[config.mk]
export PLATFORM = sky130hd
export DESIGN_NAME = mem_arbiter
export DESIGN_NICKNAME = d
export VERILOG_FILES = /design/src/rtl/mem_arbiter.sv
export SDC_FILE = /design/constraint.sdc
export NUM_CORES = 1
export LEC_CHECK = 0
export CORE_ASPECT_RATIO = 1.1
export CORE_MARGIN = 2
export CORE_UTILIZATION = 25
export CTS_CLUSTER_SIZE = 14
export DETAILED_ROUTE_END_ITERATION = 8
export GPL_TIMING_DRIVEN = 0
export HOLD_SLACK_MARGIN = 0.02
export PLACE_DENSITY_LB_ADDON = 0.05
export SLEW_MARGIN = 20
export SYNTH_ARGS = -nofsm -noshare
export SYNTH_HDL_FRONTEND = slang
export SYNTH_SLANG_ARGS = --single-unit
[constraint.sdc]
create_clock -name clk -period 2 [get_ports clk]
set_input_delay 0.3 -clock clk [delete_from_list [all_inputs] [get_ports clk]]
set_output_delay 0.3 -clock clk [all_outputs]
set_load 0.01 [all_outputs]
[src/rtl/mem_arbiter.sv]
// mem_arbiter: shares one memory port between a read-only fetch port and an MMU
// load/store port, with a fetch starvation guard and a memory-ack timeout.
module mem_arbiter #(
  parameter int ADDR_WIDTH   = 32,
  parameter int DATA_WIDTH   = 32,
  parameter int STARVE_LIMIT = 4,
  parameter int TIMEOUT      = 255
) (
  input  logic                  clk,
  input  logic                  reset,
  input  logic                  i_req_valid,
  input  logic [ADDR_WIDTH-1:0] i_addr,
  output logic                  i_grant,
  output logic                  i_data_valid,
  output logic [DATA_WIDTH-1:0] i_rd_data,
  input  logic                  d_req_valid,
  input  logic                  d_we,
  input  logic [ADDR_WIDTH-1:0] d_addr,
  input  logic [DATA_WIDTH-1:0] d_wrt_data,
  output logic                  d_grant,
  output logic                  d_data_valid,
  output logic [DATA_WIDTH-1:0] d_rd_data,
  output logic                  mem_req,
  output logic                  mem_we,
  output logic [ADDR_WIDTH-1:0] mem_addr,
  output logic [DATA_WIDTH-1:0] mem_wdata,
  input  logic [DATA_WIDTH-1:0] mem_rdata,
  input  logic                  mem_ack,
  output logic                  bus_err,
  output logic                  busy
);

  typedef enum logic [1:0] {S_IDLE, S_BUSY, S_DONE} state_t;

  localparam logic [3:0] STARVE_MAX = 4'(STARVE_LIMIT);
  localparam logic [7:0] TIMER_LAST = (TIMEOUT == 0) ? 8'd0 : 8'(TIMEOUT - 1);
  localparam bit         TIMER_EN   = (TIMEOUT != 0);

  state_t                r_state;
  logic                  r_owner;
  logic [3:0]            r_starve;
  logic [7:0]            r_timer;
  logic                  w_any_req;
  logic                  w_fetch_wins;
  logic                  w_timeout;
  logic [DATA_WIDTH-1:0] w_capture;

  assign w_any_req    = i_req_valid | d_req_valid;
  assign w_fetch_wins = i_req_valid & (~d_req_valid | (r_starve == STARVE_MAX));
  assign w_timeout    = TIMER_EN && (r_timer == TIMER_LAST);
  // Stores and aborted transactions return zero; mem_we is the latched enable.
  assign w_capture    = (mem_ack && !mem_we) ? mem_rdata : '0;

  // Memory port outputs double as the request latches while BUSY.
  always_ff @(posedge clk or negedge reset) begin
    if (!reset) begin
      r_state      <= S_IDLE;
      r_owner      <= 1'b0;
      r_starve     <= '0;
      r_timer      <= '0;
      i_grant      <= 1'b0;
      i_data_valid <= 1'b0;
      i_rd_data    <= '0;
      d_grant      <= 1'b0;
      d_data_valid <= 1'b0;
      d_rd_data    <= '0;
      mem_req      <= 1'b0;
      mem_we       <= 1'b0;
      mem_addr     <= '0;
      mem_wdata    <= '0;
      bus_err      <= 1'b0;
      busy         <= 1'b0;
    end else begin
      i_grant      <= 1'b0;
      d_grant      <= 1'b0;
      i_data_valid <= 1'b0;
      d_data_valid <= 1'b0;
      bus_err      <= 1'b0;
      case (r_state)
        S_IDLE: begin
          if (w_any_req) begin
            r_state <= S_BUSY;
            busy    <= 1'b1;
            mem_req <= 1'b1;
            r_timer <= '0;
            if (w_fetch_wins) begin
              r_owner   <= 1'b0;
              i_grant   <= 1'b1;
              r_starve  <= '0;
              mem_addr  <= i_addr;
              mem_we    <= 1'b0;
              mem_wdata <= '0;
            end else begin
              r_owner   <= 1'b1;
              d_grant   <= 1'b1;
              r_starve  <= i_req_valid ? r_starve + 4'd1 : 4'd0;
              mem_addr  <= d_addr;
              mem_we    <= d_we;
              mem_wdata <= d_we ? d_wrt_data : '0;
            end
          end
        end
        S_BUSY: begin
          r_timer <= r_timer + 8'd1;
          if (mem_ack || w_timeout) begin
            r_state   <= S_DONE;
            mem_req   <= 1'b0;
            mem_we    <= 1'b0;
            mem_addr  <= '0;
            mem_wdata <= '0;
            bus_err   <= ~mem_ack;
            if (r_owner) begin
              d_data_valid <= 1'b1;
              d_rd_data    <= w_capture;
            end else begin
              i_data_valid <= 1'b1;
              i_rd_data    <= w_capture;
            end
          end
        end
        S_DONE: begin
          r_state <= S_IDLE;
          busy    <= 1'b0;
        end
        default: begin
          r_state <= S_IDLE;
          busy    <= 1'b0;
          mem_req <= 1'b0;
        end
      endcase
    end
  end

endmodule

==> impl_summary.log <==
INFO  metric run_status = complete, no violations
INFO  metric setup_repair_after_global_routing_missed_its_margin = false
INFO  metric timing_max_transition_violations_final = 0
INFO  metric antenna_found_initial = 0
INFO  metric timing.final.crit_period = between 1.5 and 2 ns
INFO  metric final.period_utilization = 0.944
INFO  metric cts_root_buffer = sky130_fd_sc_hd__clkbuf_16
INFO  metric cts-htree-levels = 4
INFO  metric ys_top_cells_by_area = sky130_fd_sc_hd__dfrtp_1 (64%), sky130_fd_sc_hd__a32o_1 (11%), sky130_fd_sc_hd__a221o_1 (5.5%)
INFO  metric sequential_cell_area_fraction_in_the_yosys_report = 0.643
INFO  metric core = roughly 23000 um2
INFO  metric dr.first_iter.drc_count = around 180
INFO  metric synth_async_sr_flop_share = 1.00
INFO  metric globalRoute.totalOverflow = 0
INFO  metric antenna_violating_nets_post_route = 0
INFO  metric synth_commonest_cells = sky130_fd_sc_hd__dfrtp_1 (151), sky130_fd_sc_hd__a32o_1 (64), sky130_fd_sc_hd__a221o_1 (32), sky130_fd_sc_hd__a22o_1 (31), sky130_fd_sc_hd__and2_1 (28)
INFO  metric power.density_cell_area = approximately 1500 nW/um2
INFO  metric timing.reg2reg.worst_path_depth = 5
INFO  metric synth_area = 5880 um2
INFO  metric min_path_cells = 3
INFO  metric grt_start_max_net_pins = between 80 and 90
INFO  metric track_usage = 0.154
INFO  metric io_pins = 270
INFO  metric cp_data_arrival_time = around 2.2 ns
INFO  metric yosys-mux-area-fraction = 0.00170
INFO  metric cap_viol_max_count = 0
INFO  metric post_synth_fa_ha_maj_area_fraction = 0.00852
INFO  metric vertical_extent_of_the_die = around 160 um
INFO  metric final_worst_setup_slack = 0.113 ns
INFO  metric place_ws = -0.228 ns
INFO  metric drt_pre_antenna_iters = 4
INFO  metric path_max_fanout = 10
INFO  metric post_synth.cell_area_avg = around 14 um2
INFO  metric place_hpwl = roughly 14000 um
INFO  metric most_common_cell_in_the_synthesized_netlist = sky130_fd_sc_hd__dfrtp_1
INFO  metric reg2reg_setup_slack = 0.11 ns
INFO  metric synthesis.nets = 570
INFO  metric finalHoldViolCount = 0
INFO  metric tritoncts = yes
INFO  metric r2r_start = r_state[1]
INFO  metric first_global_vias = between 5000 and 6000
INFO  metric diode_count = 0
INFO  metric synth_area_leader_cell = sky130_fd_sc_hd__dfrtp_1
INFO  metric area_growth_syn_to_layout = 63.8%
INFO  metric synth_simple_gate_area_share = 0.0749
INFO  metric grt_first_pass_wirelength = just under 30000 um
INFO  metric worst-endpoint-required = ~2.4 ns
INFO  metric achievable-frequency = around 530 MHz
INFO  metric synth_seq_cells = 151
INFO  metric std_cell_rows = between 50 and 60
INFO  metric leakage = around 4.1 nW
INFO  metric synth-main-ff-cell = sky130_fd_sc_hd__dfrtp_1
INFO  metric drt_wl_total = about 19000 um
INFO  metric max_ir_drop_vdd = 0.000548 V
INFO  metric wl_per_cell = ~18 um
INFO  metric die-width = approximately 150 um
INFO  metric power = between 10 and 15 mW
INFO  metric die-area = ~25000 um2
INFO  metric routed-via-count = around 4900
INFO  metric setup_viol = 0
INFO  metric critical_path.endpoint_type = flip-flop
INFO  metric clockBufferDepth = 2
INFO  metric start_util = 0.255
INFO  metric number_of_sinks_handled_by_clock_tree_synthesis = between 150 and 200
INFO  metric cts_buffers = 17
INFO  metric finalWeightedCongestion = approximately 0.76
INFO  metric placement.io_buffers = approximately 270
INFO  metric worst_slew_pin_slew = just under 0.7 ns
INFO  metric cts_setup_buffers = 0
INFO  metric synth-xor-area-share = 0.00447
INFO  metric rr_endpoint = d_rd_data[18]
INFO  metric synth_warnings = 0
INFO  metric syn_inst = between 400 and 500
INFO  metric synth_top_family_by_area = compound AO/OA/AOI/OAI gates
INFO  metric holdWs = 0.247 ns
INFO  metric timing.clock.skew = around 0.011 ns
INFO  metric drive_above_1_share = 0.0821
INFO  metric synth-compound-area-share = 0.234
INFO  metric slew-limit-headroom = 0.535
INFO  metric synth.top_cell.area_share = 0.643
INFO  metric synth-edff-count = 0
INFO  metric synth_cell_type_count = 38
INFO  metric final_net_count = roughly 860
INFO  metric hold_path_end = r_starve[1]
INFO  metric clk_latency = 0.42 ns
INFO  metric hp-class = primary input to flip-flop
INFO  metric timing_worst_setup_path_type = flip-flop to flip-flop
INFO  metric worstHoldStart = i_req_valid
INFO  metric critPathLaunchType = flip-flop
INFO  metric number_of_remaining_drc_errors = 0
INFO  metric clock_pin_slew_worst_setup_and_hold_paths = about 0.060 ns
INFO  metric viasPerCell = around 4.8
==> power by group <==
group | leakage (nW) | switching [mW] | internal (mW)
clock | 0.303 | 1.26 | 2.12
sequential | 1.96 | 0.674 | 4.19
combinational | 1.80 | 2.59 | 3.18
total | 4.06 | 4.53 | 9.49
==> stage by stage <==
step | TNS [ns] | util | cells | area (um2)
floorplan | 0 | - | 432 | 5880
global placement | -882.26 | 0.388 | 1000 | 8930
detailed placement | -21.61 | 0.390 | 1001 | 8970
CTS | 0 | 0.418 | 1032 | 9610
global route | 0 | 0.418 | 1031 | 9630
finish | 0 | 0.418 | 1031 | 9630
==> worst max-delay path by stage <==
stage / from / end / slack, ns / cells after the start
finish: r_state[1] / d_rd_data[18] / 0.11 / 5
global route: r_state[1] / d_rd_data[9] / 0.01 / 6
CTS: r_starve[0] / mem_addr[3] / 0.0003 / 8
detailed placement: mem_ack / mem_addr[7] / -0.23 / 5
global placement: reset / d_rd_data[3] / -5.72 / 1
floorplan: r_starve[0] / mem_addr[10] / 0.33 / 8
==> cells by family (layout without fill, tap and decap cells) <==
logic type | count (synthesis) | in the layout
flip-flops | 151 | 151
AO/OA/AOI/OAI | 150 | 150
AND/OR/NAND/NOR | 78 | 78
buffers and inverters | 45 | 344
adder cells (fa/ha/maj) | 4 | 4
XOR/XNOR | 3 | 3
multiplexers | 1 | 1
==> state kept, by name, summed over array words and instances (netlist names), 2 cells and up <==
signal	cells
mem_addr	32
mem_wdata	32
i_rd_data	32
r_starve	4
r_state	2
d_rd_data	32
r_timer	8
==> layout by cell type, fill, tap and decap left out, types with 2 or more instances in the layout <==
cell / count
sky130_fd_sc_hd__clkdlybuf4s50_1: 267
sky130_fd_sc_hd__dfrtp_1: 151
sky130_fd_sc_hd__a32o_1: 64
sky130_fd_sc_hd__a221o_1: 32
sky130_fd_sc_hd__a22o_1: 31
sky130_fd_sc_hd__and2_1: 28
sky130_fd_sc_hd__buf_2: 21
sky130_fd_sc_hd__clkbuf_16: 17
sky130_fd_sc_hd__clkbuf_1: 14
sky130_fd_sc_hd__nand2_1: 13
sky130_fd_sc_hd__o21ai_0: 9
sky130_fd_sc_hd__inv_1: 6
sky130_fd_sc_hd__nor2_1: 6
sky130_fd_sc_hd__and2_0: 6
sky130_fd_sc_hd__nand3_1: 4
sky130_fd_sc_hd__ha_1: 4
sky130_fd_sc_hd__clkinv_4: 4
sky130_fd_sc_hd__bufinv_16: 4
sky130_fd_sc_hd__nand2b_1: 3
sky130_fd_sc_hd__nand4b_1: 3
sky130_fd_sc_hd__nor3_1: 3
sky130_fd_sc_hd__a21oi_1: 3
sky130_fd_sc_hd__nand4_1: 2
sky130_fd_sc_hd__o21a_1: 2
sky130_fd_sc_hd__clkbuf_4: 2
sky130_fd_sc_hd__o22ai_1: 2
sky130_fd_sc_hd__or3_1: 2
sky130_fd_sc_hd__xor2_1: 2
sky130_fd_sc_hd__a21o_1: 2
sky130_fd_sc_hd__clkinv_2: 2
==> worst max-delay path, cell delays in order (launching register included) <==
cell,delay (ns)
sky130_fd_sc_hd__dfrtp_1,0.46
sky130_fd_sc_hd__and2b_2,0.32
sky130_fd_sc_hd__and2_1,0.14
sky130_fd_sc_hd__buf_2,0.17
sky130_fd_sc_hd__clkbuf_1,0.46
sky130_fd_sc_hd__a32o_1,0.27
==> timing repair <==
action / 4_1_cts / 5_1_grt
hold buffers: 1 / 0
endpoints found under the hold margin: 71 / 0
setup endpoints to repair: 89 / 107
pin swaps: 0 / 1
gates cloned: 0 / 0
resized for setup: 4 / 12
==> metal layers <==
| metal | vias up | track usage | share of wire | wire length (um) |
|---|---|---|---|---|
| met4 | 0 | 0.0407 | 0.011 | 207 |
| met2 | 186 | 0.256 | 0.49 | 9220 |
| met1 | 2467 | 0.184 | 0.42 | 7910 |
| li1 | 2270 | - | - | - |
| met5 | - | 0 | 0 | 0 |
| met3 | 15 | 0.0627 | 0.087 | 1650 |
==> area by class of cell <==
type                    count  area [um2]
plain buffers              38         178
clock inverters            11         174
well taps                 300         375
multi-input cells         236        1930
fillers                  2182       13400
inverters                   6        22.5
repair buffers            270        2730
flip-flops and latches    151        3780
clock buffers              19         443
(Power assumes the default switching activity.)
